File: src/rtl/ham_pkg.sv
// Shared Hamming(7,4) definitions: widths, codeword bit positions,
// syndrome function and the nibble packer state encoding.
package ham_pkg;

    localparam int CW_W  = 7;
    localparam int NIB_W = 4;

    // Codeword bit positions, layout h6..h0 = D7 D6 D5 P4 D3 P2 P1
    localparam int P1 = 0;
    localparam int P2 = 1;
    localparam int D3 = 2;
    localparam int P4 = 3;
    localparam int D5 = 4;
    localparam int D6 = 5;
    localparam int D7 = 6;

    // Packer state encodings, kept as plain constants for older tools
    localparam logic [1:0] ST_EMPTY = 2'd0;
    localparam logic [1:0] ST_HALF  = 2'd1;
    localparam logic [1:0] ST_FULL  = 2'd2;

    typedef enum logic [1:0] {
        EMPTY = ST_EMPTY,
        HALF  = ST_HALF,
        FULL  = ST_FULL
    } pk_state_e;

    // Syndrome {s2, s1, s0}; zero for a consistent codeword
    function automatic logic [2:0] ham_syndrome(input logic [CW_W-1:0] cw);
        logic s0;
        logic s1;
        logic s2;
        s0 = cw[0] ^ cw[2] ^ cw[4] ^ cw[6];
        s1 = cw[1] ^ cw[2] ^ cw[5] ^ cw[6];
        s2 = cw[3] ^ cw[4] ^ cw[5] ^ cw[6];
        return {s2, s1, s0};
    endfunction

endpackage

File: src/rtl/hamming_nibble_packer_if.sv
// Codeword-in / byte-out stream bundle for the nibble packer.
// master = upstream/downstream environment, slave = packer.
interface hamming_nibble_packer_if #(
    parameter int CNT_W = 8
);
    import ham_pkg::*;

    logic [CW_W-1:0]  in_cw;
    logic             in_valid;
    logic             in_ready;
    logic             flush;
    logic [7:0]       out_data;
    logic             out_valid;
    logic             out_ready;
    logic             out_err;
    logic [CNT_W-1:0] err_cnt;

    modport master (
        output in_cw, in_valid, flush, out_ready,
        input  in_ready, out_data, out_valid, out_err, err_cnt
    );

    modport slave (
        input  in_cw, in_valid, flush, out_ready,
        output in_ready, out_data, out_valid, out_err, err_cnt
    );

endinterface

File: src/rtl/ham_data_extract.sv
// Combinational codeword -> data nibble {D7,D6,D5,D3} plus a flag for a
// nonzero recomputed syndrome (only when HAM_SYNDROME_CHK_EN is defined).
module ham_data_extract
    import ham_pkg::*;
(
    input  logic [CW_W-1:0]  cw_i,
    output logic [NIB_W-1:0] nibble_o,
    output logic             syndrome_nz_o
);

    assign nibble_o = {cw_i[D7], cw_i[D6], cw_i[D5], cw_i[D3]};

`ifdef HAM_SYNDROME_CHK_EN
    assign syndrome_nz_o = |ham_syndrome(cw_i);
`else
    // Parity bits are not needed without the re-check
    logic unused_parity;
    assign unused_parity = ^{cw_i[P4], cw_i[P2], cw_i[P1]};
    assign syndrome_nz_o = 1'b0;
`endif

endmodule

File: src/rtl/hamming_nibble_packer.sv
// Hamming(7,4) nibble packer: pairs data nibbles of consecutive corrected
// codewords into bytes on a valid/ready output.
// Optional macro HAM_SYNDROME_CHK_EN: re-check each codeword's syndrome,
// flag bytes with a failing nibble and count failures (saturating).
module hamming_nibble_packer
    import ham_pkg::*;
#(
    parameter bit               LSN_FIRST = 1'b1,
    parameter int               CNT_W     = 8,
    parameter logic [NIB_W-1:0] PAD_NIB   = 4'h0
) (
    input  logic                    clk,
    input  logic                    rst,
    hamming_nibble_packer_if.slave  pk_if
);

    pk_state_e        state_q, state_d;
    logic [NIB_W-1:0] first_nib_q, first_nib_d;
    logic             first_err_q, first_err_d;
    logic [7:0]       out_data_q;
    logic             out_err_q;

    logic [NIB_W-1:0] nib;
    logic             nib_err;
    logic [NIB_W-1:0] second_nib;
    logic             second_err;
    logic             load_byte;
    logic [7:0]       packed_byte;
    logic             in_ready;
    logic             accept;
    logic             xfer;

    ham_data_extract u_extract (
        .cw_i          (pk_if.in_cw),
        .nibble_o      (nib),
        .syndrome_nz_o (nib_err)
    );

    // A stalled full byte only frees the input when downstream takes it
    assign in_ready = !rst && ((state_q != FULL) || pk_if.out_ready);
    assign accept   = pk_if.in_valid && in_ready;
    assign xfer     = (state_q == FULL) && pk_if.out_ready;

    generate
        if (LSN_FIRST) begin : gen_lsn_first
            assign packed_byte = {second_nib, first_nib_q};
        end else begin : gen_msn_first
            assign packed_byte = {first_nib_q, second_nib};
        end
    endgenerate

    // Next state; accept wins over flush in HALF, flush is ignored elsewhere
    always_comb begin
        state_d     = state_q;
        first_nib_d = first_nib_q;
        first_err_d = first_err_q;
        load_byte   = 1'b0;
        second_nib  = PAD_NIB;
        second_err  = 1'b0;
        case (state_q)
            EMPTY: begin
                if (accept) begin
                    state_d     = HALF;
                    first_nib_d = nib;
                    first_err_d = nib_err;
                end
            end
            HALF: begin
                if (accept) begin
                    state_d    = FULL;
                    load_byte  = 1'b1;
                    second_nib = nib;
                    second_err = nib_err;
                end else if (pk_if.flush) begin
                    state_d   = FULL;
                    load_byte = 1'b1;
                end
            end
            FULL: begin
                if (xfer) begin
                    if (accept) begin
                        state_d     = HALF;
                        first_nib_d = nib;
                        first_err_d = nib_err;
                    end else begin
                        state_d = EMPTY;
                    end
                end
            end
            default: state_d = EMPTY;
        endcase
    end

    // State and byte registers; the byte only loads from HALF, so it is
    // never disturbed while a FULL byte waits on out_ready
    always_ff @(posedge clk) begin
        if (rst) begin
            state_q     <= EMPTY;
            first_nib_q <= '0;
            first_err_q <= 1'b0;
            out_data_q  <= 8'h00;
            out_err_q   <= 1'b0;
        end else begin
            state_q     <= state_d;
            first_nib_q <= first_nib_d;
            first_err_q <= first_err_d;
            if (load_byte) begin
                out_data_q <= packed_byte;
                out_err_q  <= first_err_q | second_err;
            end
        end
    end

`ifdef HAM_SYNDROME_CHK_EN
    logic [CNT_W-1:0] err_cnt_q, err_cnt_d;

    always_comb begin
        err_cnt_d = err_cnt_q;
        if (accept && nib_err && (err_cnt_q != {CNT_W{1'b1}})) begin
            err_cnt_d = err_cnt_q + {{(CNT_W-1){1'b0}}, 1'b1};
        end
    end

    // Saturating count of codewords that fail the re-check
    always_ff @(posedge clk) begin
        if (rst) begin
            err_cnt_q <= '0;
        end else begin
            err_cnt_q <= err_cnt_d;
        end
    end

    assign pk_if.err_cnt = err_cnt_q;
`else
    assign pk_if.err_cnt = '0;
`endif

    assign pk_if.in_ready  = in_ready;
    assign pk_if.out_valid = (state_q == FULL);
    assign pk_if.out_data  = out_data_q;
    assign pk_if.out_err   = out_err_q;

endmodule

File: src/flat_wrapper.sv
// flat-port wrapper written by rule: the top's interface ports become plain ports
module hamming_nibble_packer_flat import ham_pkg::*;
#(
    parameter bit               LSN_FIRST = 1'b1,
    parameter int               CNT_W     = 8,
    parameter logic [NIB_W-1:0] PAD_NIB   = 4'h0
)
  (clk, rst, pk_if_in_cw, pk_if_in_valid, pk_if_flush, pk_if_out_ready, pk_if_in_ready, pk_if_out_data, pk_if_out_valid, pk_if_out_err, pk_if_err_cnt);
  hamming_nibble_packer_if #(.CNT_W(CNT_W)) pk_if_i ();
  input  logic clk;
  input  logic rst;
  input wire logic [$bits(pk_if_i.in_cw)-1:0] pk_if_in_cw;
  input wire logic [$bits(pk_if_i.in_valid)-1:0] pk_if_in_valid;
  input wire logic [$bits(pk_if_i.flush)-1:0] pk_if_flush;
  input wire logic [$bits(pk_if_i.out_ready)-1:0] pk_if_out_ready;
  output wire logic [$bits(pk_if_i.in_ready)-1:0] pk_if_in_ready;
  output wire logic [$bits(pk_if_i.out_data)-1:0] pk_if_out_data;
  output wire logic [$bits(pk_if_i.out_valid)-1:0] pk_if_out_valid;
  output wire logic [$bits(pk_if_i.out_err)-1:0] pk_if_out_err;
  output wire logic [$bits(pk_if_i.err_cnt)-1:0] pk_if_err_cnt;
  assign pk_if_i.in_cw = pk_if_in_cw;
  assign pk_if_i.in_valid = pk_if_in_valid;
  assign pk_if_i.flush = pk_if_flush;
  assign pk_if_i.out_ready = pk_if_out_ready;
  assign pk_if_in_ready = pk_if_i.in_ready;
  assign pk_if_out_data = pk_if_i.out_data;
  assign pk_if_out_valid = pk_if_i.out_valid;
  assign pk_if_out_err = pk_if_i.out_err;
  assign pk_if_err_cnt = pk_if_i.err_cnt;
  hamming_nibble_packer #(.LSN_FIRST(LSN_FIRST), .CNT_W(CNT_W), .PAD_NIB(PAD_NIB)) u_core (.clk(clk), .rst(rst), .pk_if(pk_if_i));
endmodule
File: config.mk
export PLATFORM = sky130hd
export DESIGN_NAME = hamming_nibble_packer_flat
export DESIGN_NICKNAME = d
export VERILOG_FILES = /design/src/rtl/ham_pkg.sv /design/src/rtl/hamming_nibble_packer_if.sv /design/src/rtl/ham_data_extract.sv /design/src/rtl/hamming_nibble_packer.sv /design/src/flat_wrapper.sv
export SDC_FILE = /design/constraint.sdc
export NUM_CORES = 1
export LEC_CHECK = 0
export ABC_AREA = 0
export CORE_MARGIN = 8
export CORE_UTILIZATION = 40
export DETAILED_ROUTE_END_ITERATION = 10
export GPL_TIMING_DRIVEN = 0
export PLACE_DENSITY_LB_ADDON = 0.15
export SETUP_SLACK_MARGIN = 0.1
export SLEW_MARGIN = 40
export SYNTH_ARGS = -nofsm -noshare
export SYNTH_HDL_FRONTEND = slang
export SYNTH_SLANG_ARGS = --single-unit
File: constraint.sdc
create_clock -name clk -period 1.2 [get_ports clk]
set_input_delay 0.24 -clock clk [delete_from_list [all_inputs] [get_ports clk]]
set_output_delay 0.24 -clock clk [all_outputs]
set_load 0.05 [all_outputs]
# Word-level counts from Yosys, hierarchy flattened
# Cells that the tools add are included.
[op_classes]
muxes = 17
eq_ne = 6
reduce_logical = 9
[op_table]
columns = ["cell", "count"]
rows = [
  ["two-way mux 4 bit", 4],
  ["two-way mux 2 bit", 4],
  ["one-hot mux 4 bit (2 select lines)", 1],
  ["two-way mux 1 bit", 6],
  ["one-hot mux 2 bit (3 select lines)", 1],
  ["inequality test 2 x 1 -> 1 bit (second input constant)", 2],
  ["logical AND 1 bit", 3],
  ["inequality test 3 x 2 -> 1 bit (second input constant)", 1],
  ["AND reduction 3 bit", 1],
  ["== test 2 x 1 -> 1 bit (second input constant)", 1],
  ["== test 2 bit (second input constant)", 1],
  ["zero test 2 bit", 1],
  ["inequality test 2 bit (second input constant)", 1],
  ["one-hot mux 1 bit (2 select lines)", 1],
  ["AND reduction 2 bit", 1],
  ["nonzero test 2 bit", 1],
  ["zero test 1 bit", 1],
  ["logical OR 1 bit", 1],
]
[totals]
input_bits = 12
ff_bits = 16

# Logic depth before layout (Yosys ltp)
[logic_depth]
ltp_word = 7
ltp_mapped = 4

# By module
# From an unflattened synthesis, not the netlist that was laid out.
[unflattened]
cells_unflattened = 95
area_unflattened_um2 = 812.0
[by_module_without_submodules]
columns = ["module", "cells_each", "seq_area_each_um2", "area_each_um2", "instances"]
rows = [
  ["hamming_nibble_packer", 89, 320.3, 770.7, 1],
  ["ham_data_extract", 6, 0.0, 41.3, 1],
]

# Worst setup path before layout
# OpenSTA, ideal clock, no wires.
[synth_timing]
kind = "register to output"
from = "register u_core.state_q[0]"
to = "output pk_if_in_ready"
stages_incl_launch_ff = 4
arrival_time_ns = 1.602
setup_slack_ns = -0.642
required_time_ns = 0.960
cell_sequence = "dfxtp_1 and2b_1 nor2b_1 nor2_1"
[synth_between]
elab_chain_len = 3
[synth_lines]
columns = ["item", "line_no", "rtl"]
rows = [
  ["start: declaration", "hamming_nibble_packer.sv:17", "pk_state_e state_q, state_d;"],
  ["start signal: assignment", "hamming_nibble_packer.sv:104", "state_q <= state_d;"],
  ["inequality test 2 bit", "hamming_nibble_packer.sv:40", "assign in_ready = !rst && ((state_q != FULL) || pk_if.out_ready);"],
  ["logical OR 1 bit", "hamming_nibble_packer.sv:40", ""],
  ["logical AND 1 bit", "hamming_nibble_packer.sv:40", ""],
  ["end: declaration", "flat_wrapper.sv:16", "output wire logic [$bits(pk_if_i.in_ready)-1:0] pk_if_in_ready;"],
]
# No other way between the ends.

# Final worst setup path
# Same ends and word-level chain as after synthesis.

==> key figures <==
Critical path
  – Worst path slowest cell: dfxtp_2
  – CP Cell Sequence: and2b_4, nor2b_4, nor2_4, buf_6
  – Worst Path Buf+Inv: 1
  – Cells on worst reg2reg path: 6
  – Crit. End Element: output pin
  – CP top delay family: simple AND/OR/NAND/NOR gates
  – CP max FO: 2
  – Critical Path AT: 1.18 ns
  – Slowest stage delay, CP: roughly 0.32 ns
  – CP startpoint kind: flip-flop
  – Critical path depth: 4
  – Worst Path Required: between 0.9 and 1 ns
  – WS Path Type: flip-flop to output pin

Drt
  – Drt drc: 0
  – Via-per-instance ratio: about 4.4
  – Routed WL: approximately 1.5 mm
  – Antenna viol nets, final: 0
  – DR iter-0 viols: 6
  – Routed vias: 520
  – Drt pass-1 iters: 3
  – WL per Instance: about 13 um

Floorplanning
  – Initial Utilization: 0.419
  – Die area: 3370 um2
  – # rows: 15
  – I/O Pins: 31
  – Die width: 58.0 um
  – Core Area: roughly 1700 um2
  – Chip Height: between 50 and 60 um

Final layout
  – Layout cells sized above 1: 0.406
  – Area of the multi-input gates: 372 um2
  – Area Growth Syn to Fin: 44.6%
  – Fin nets: ~120
  – Final Non-Filler Cells: approximately 120
  – Layout fillers: ~150
  – Post-route design area: between 1000 and 1500 um2
  – Sequential cell area: between 200 and 300 um2
  – Util after Layout: 0.605
  – N_diodes: 0

Synthesis
  – Top-area cell type share of the netlist area: 0.396
  – FF+latch count, synth: 14
  – EDFF count, synth: 0
  – Top cells by area, synth: dfxtp_1 (40%), mux2i_1 (11%), nand2b_1 (11%)
  – Seq/Total Area, Yosys: 0.396
  – Yosys warns: 0
  – Primary flip-flop cell chosen by synthesis mapping: dfxtp_1
  – Leading area contributor after synthesis: dfxtp_1
  – Mapped Cells: 67
  – Fraction of registers with async set/reset: 0
  – Cell variety after synth: 19
  – Syn Area/Cell: 10.6 um2
  – Synth top cells by count: dfxtp_1 (14), nand2b_1 (12), buf_4 (9), mux2i_1 (8)
  – Post-Syn Area: ~710 um2
  – Count leader, synth: dfxtp_1

Place
  – Port buffer count: 17
  – Placed cells: 109
  – Cell Area, Placed: 947 um2
  – Placer Congestion: about 0.7

Power and ir drop
  – Power Dens Cells: 1040 nW/um2
  – Leak: ~0.00046 uW
  – Worst vdd ir: 898 uV

Run status
  – Violated checks: setup timing
  – Outcome: finished with violations

Clock network
  – Total CTS buffers: 3
  – Hold Buf Count CTS: 0
  – CTS Root Cell: clkbuf_4
  – CTS H-tree depth: 1
  – Sink Count: 14
  – CTS Buffer Depth: 2
  – Clk_lat worst skew: 0.27 ns
  – CTS tree: yes
  – CTS clk-pin slew, worst paths: 0.08 ns

Global route
  – Initial antenna violation count: 0
  – First-pass GRT wire length: between 2 and 2.5 mm
  – Vias in the first global route: between 500 and 600
  – Gr usage total: 0.0934
  – Total grt overflow: 0
  – Largest net degree at the start of global routing: 11

STA
  – Fin Setup TNS: -1.02 ns
  – Setup ws final: -0.215 ns
  – Min Tclk post-route: 1.42 ns
  – Final Max Tran Viols: 0
  – Final-report setup violation count: 15
  – Final hold vios: 0
  – Unrepaired setup endpoints after global routing: true
  – Tcrit/Tclk final: 1.18
  – Max Clk Rate: 0.707 GHz
  – Worst hold margin: around 0.47 ns
  – Clock skew: 0.00238 ns

Hold path
  – Worst Hold Class: input pin to flip-flop
  – Worst Hold Depth: 3

Flow run
  – Max_cap viols: 0
[cell usage in the layout (no fill, tap or decap)]
master	n
and2_1	1
and2b_4	2
buf_2	2
buf_4	19
buf_6	4
buf_8	1
clkbuf_1	1
clkbuf_16	1
clkbuf_4	3
clkdlybuf4s50_1	6
conb_1	9
dfxtp_1	13
dfxtp_2	1
dlygate4sd2_1	1
inv_1	4
mux2i_1	8
nand2_1	1
nand2b_1	12
nor2_1	1
nor2_4	1
nor2b_1	1
nor2b_4	2
nor3b_4	1
o21ba_1	2
o32ai_2	4
[metrics by stage]
step	worst slack [ns]	power [uW]
final	-0.215	1070
after global placement	-0.761	784
after floorplan	-0.0517	723
after CTS	-0.225	1080
after detailed placement	-0.764	786
after global routing	-0.255	1110
[cell type report]
cell class                      count  area share
Sequential cell                    14       0.275
Clock buffer                        3      0.0220
Tap cell                           17      0.0208
Timing Repair Buffer               23       0.214
Buffer                             12      0.0894
Inverter                            4      0.0147
Multi-Input combinational cell     45       0.364
[worst paths after layout]
check,from,end,slack (ns)
max,u_core.state_q[0],pk_if_in_ready,-0.22
max reg2reg,u_core.state_q[0],u_core.pk_if.out_data[5],-0.07
min,rst,u_core.pk_if.out_data[7],0.47
min reg2reg,u_core.pk_if.out_data[2],u_core.pk_if.out_data[2],0.48
[routing by layer]
| metal | GRT usage | share of wire | up-vias | routed length [um] |
|---|---|---|---|---|
| met5 | 0 | 0 | - | 0 |
| met4 | 0.0769 | 0.037 | 0 | 55 |
| met3 | 0.0574 | 0.11 | 7 | 159 |
| met2 | 0.148 | 0.47 | 21 | 707 |
| met1 | 0.0833 | 0.38 | 222 | 572 |
| li1 | - | - | 270 | - |
[where the power goes]
part           internal, uW  switching, uW
logic                   140            177
clock network           116            138
registers               486           8.24
[flip-flops by register name, summed over array words and instances (netlist names)]
register               flops
u_core.first_nib_q         4
u_core.state_q             2
u_core.pk_if.out_data      8
[worst reg2reg max path, delay by kind of cell, from the launching register on]
family                 cells  cell delay [ns]
AO/OA/AOI/OAI              1             0.18
buffers and inverters      3             0.39
flip-flops                 1             0.32
AND/OR/NAND/NOR            2             0.30
[what timing repair did]
| action | in CTS | in global routing |
|---|---|---|
| endpoints found under the hold margin | 0 | 0 |
| endpoints found under the setup margin | 23 | 16 |
| gates cloned | 1 | 0 |
| pin swaps | 2 | 1 |
| resized for setup | 66 | 2 |
| setup buffers | 5 | 1 |
[logic make-up (layout without fill, tap and decap cells)]
| kind of cell | Yosys count | count (layout) | synth area share |
|---|---|---|---|
| buffers and inverters | 16 | 42 | 0.145 |
| AOI/OAI and AO/OA | 6 | 6 | 0.120 |
| and+or+nand+nor | 22 | 22 | 0.219 |
| DFF | 14 | 14 | 0.396 |
| muxes | 8 | 8 | 0.113 |
| other | 1 | 9 | 0.00530 |
Note: power is estimated with default switching activity, not from simulation.
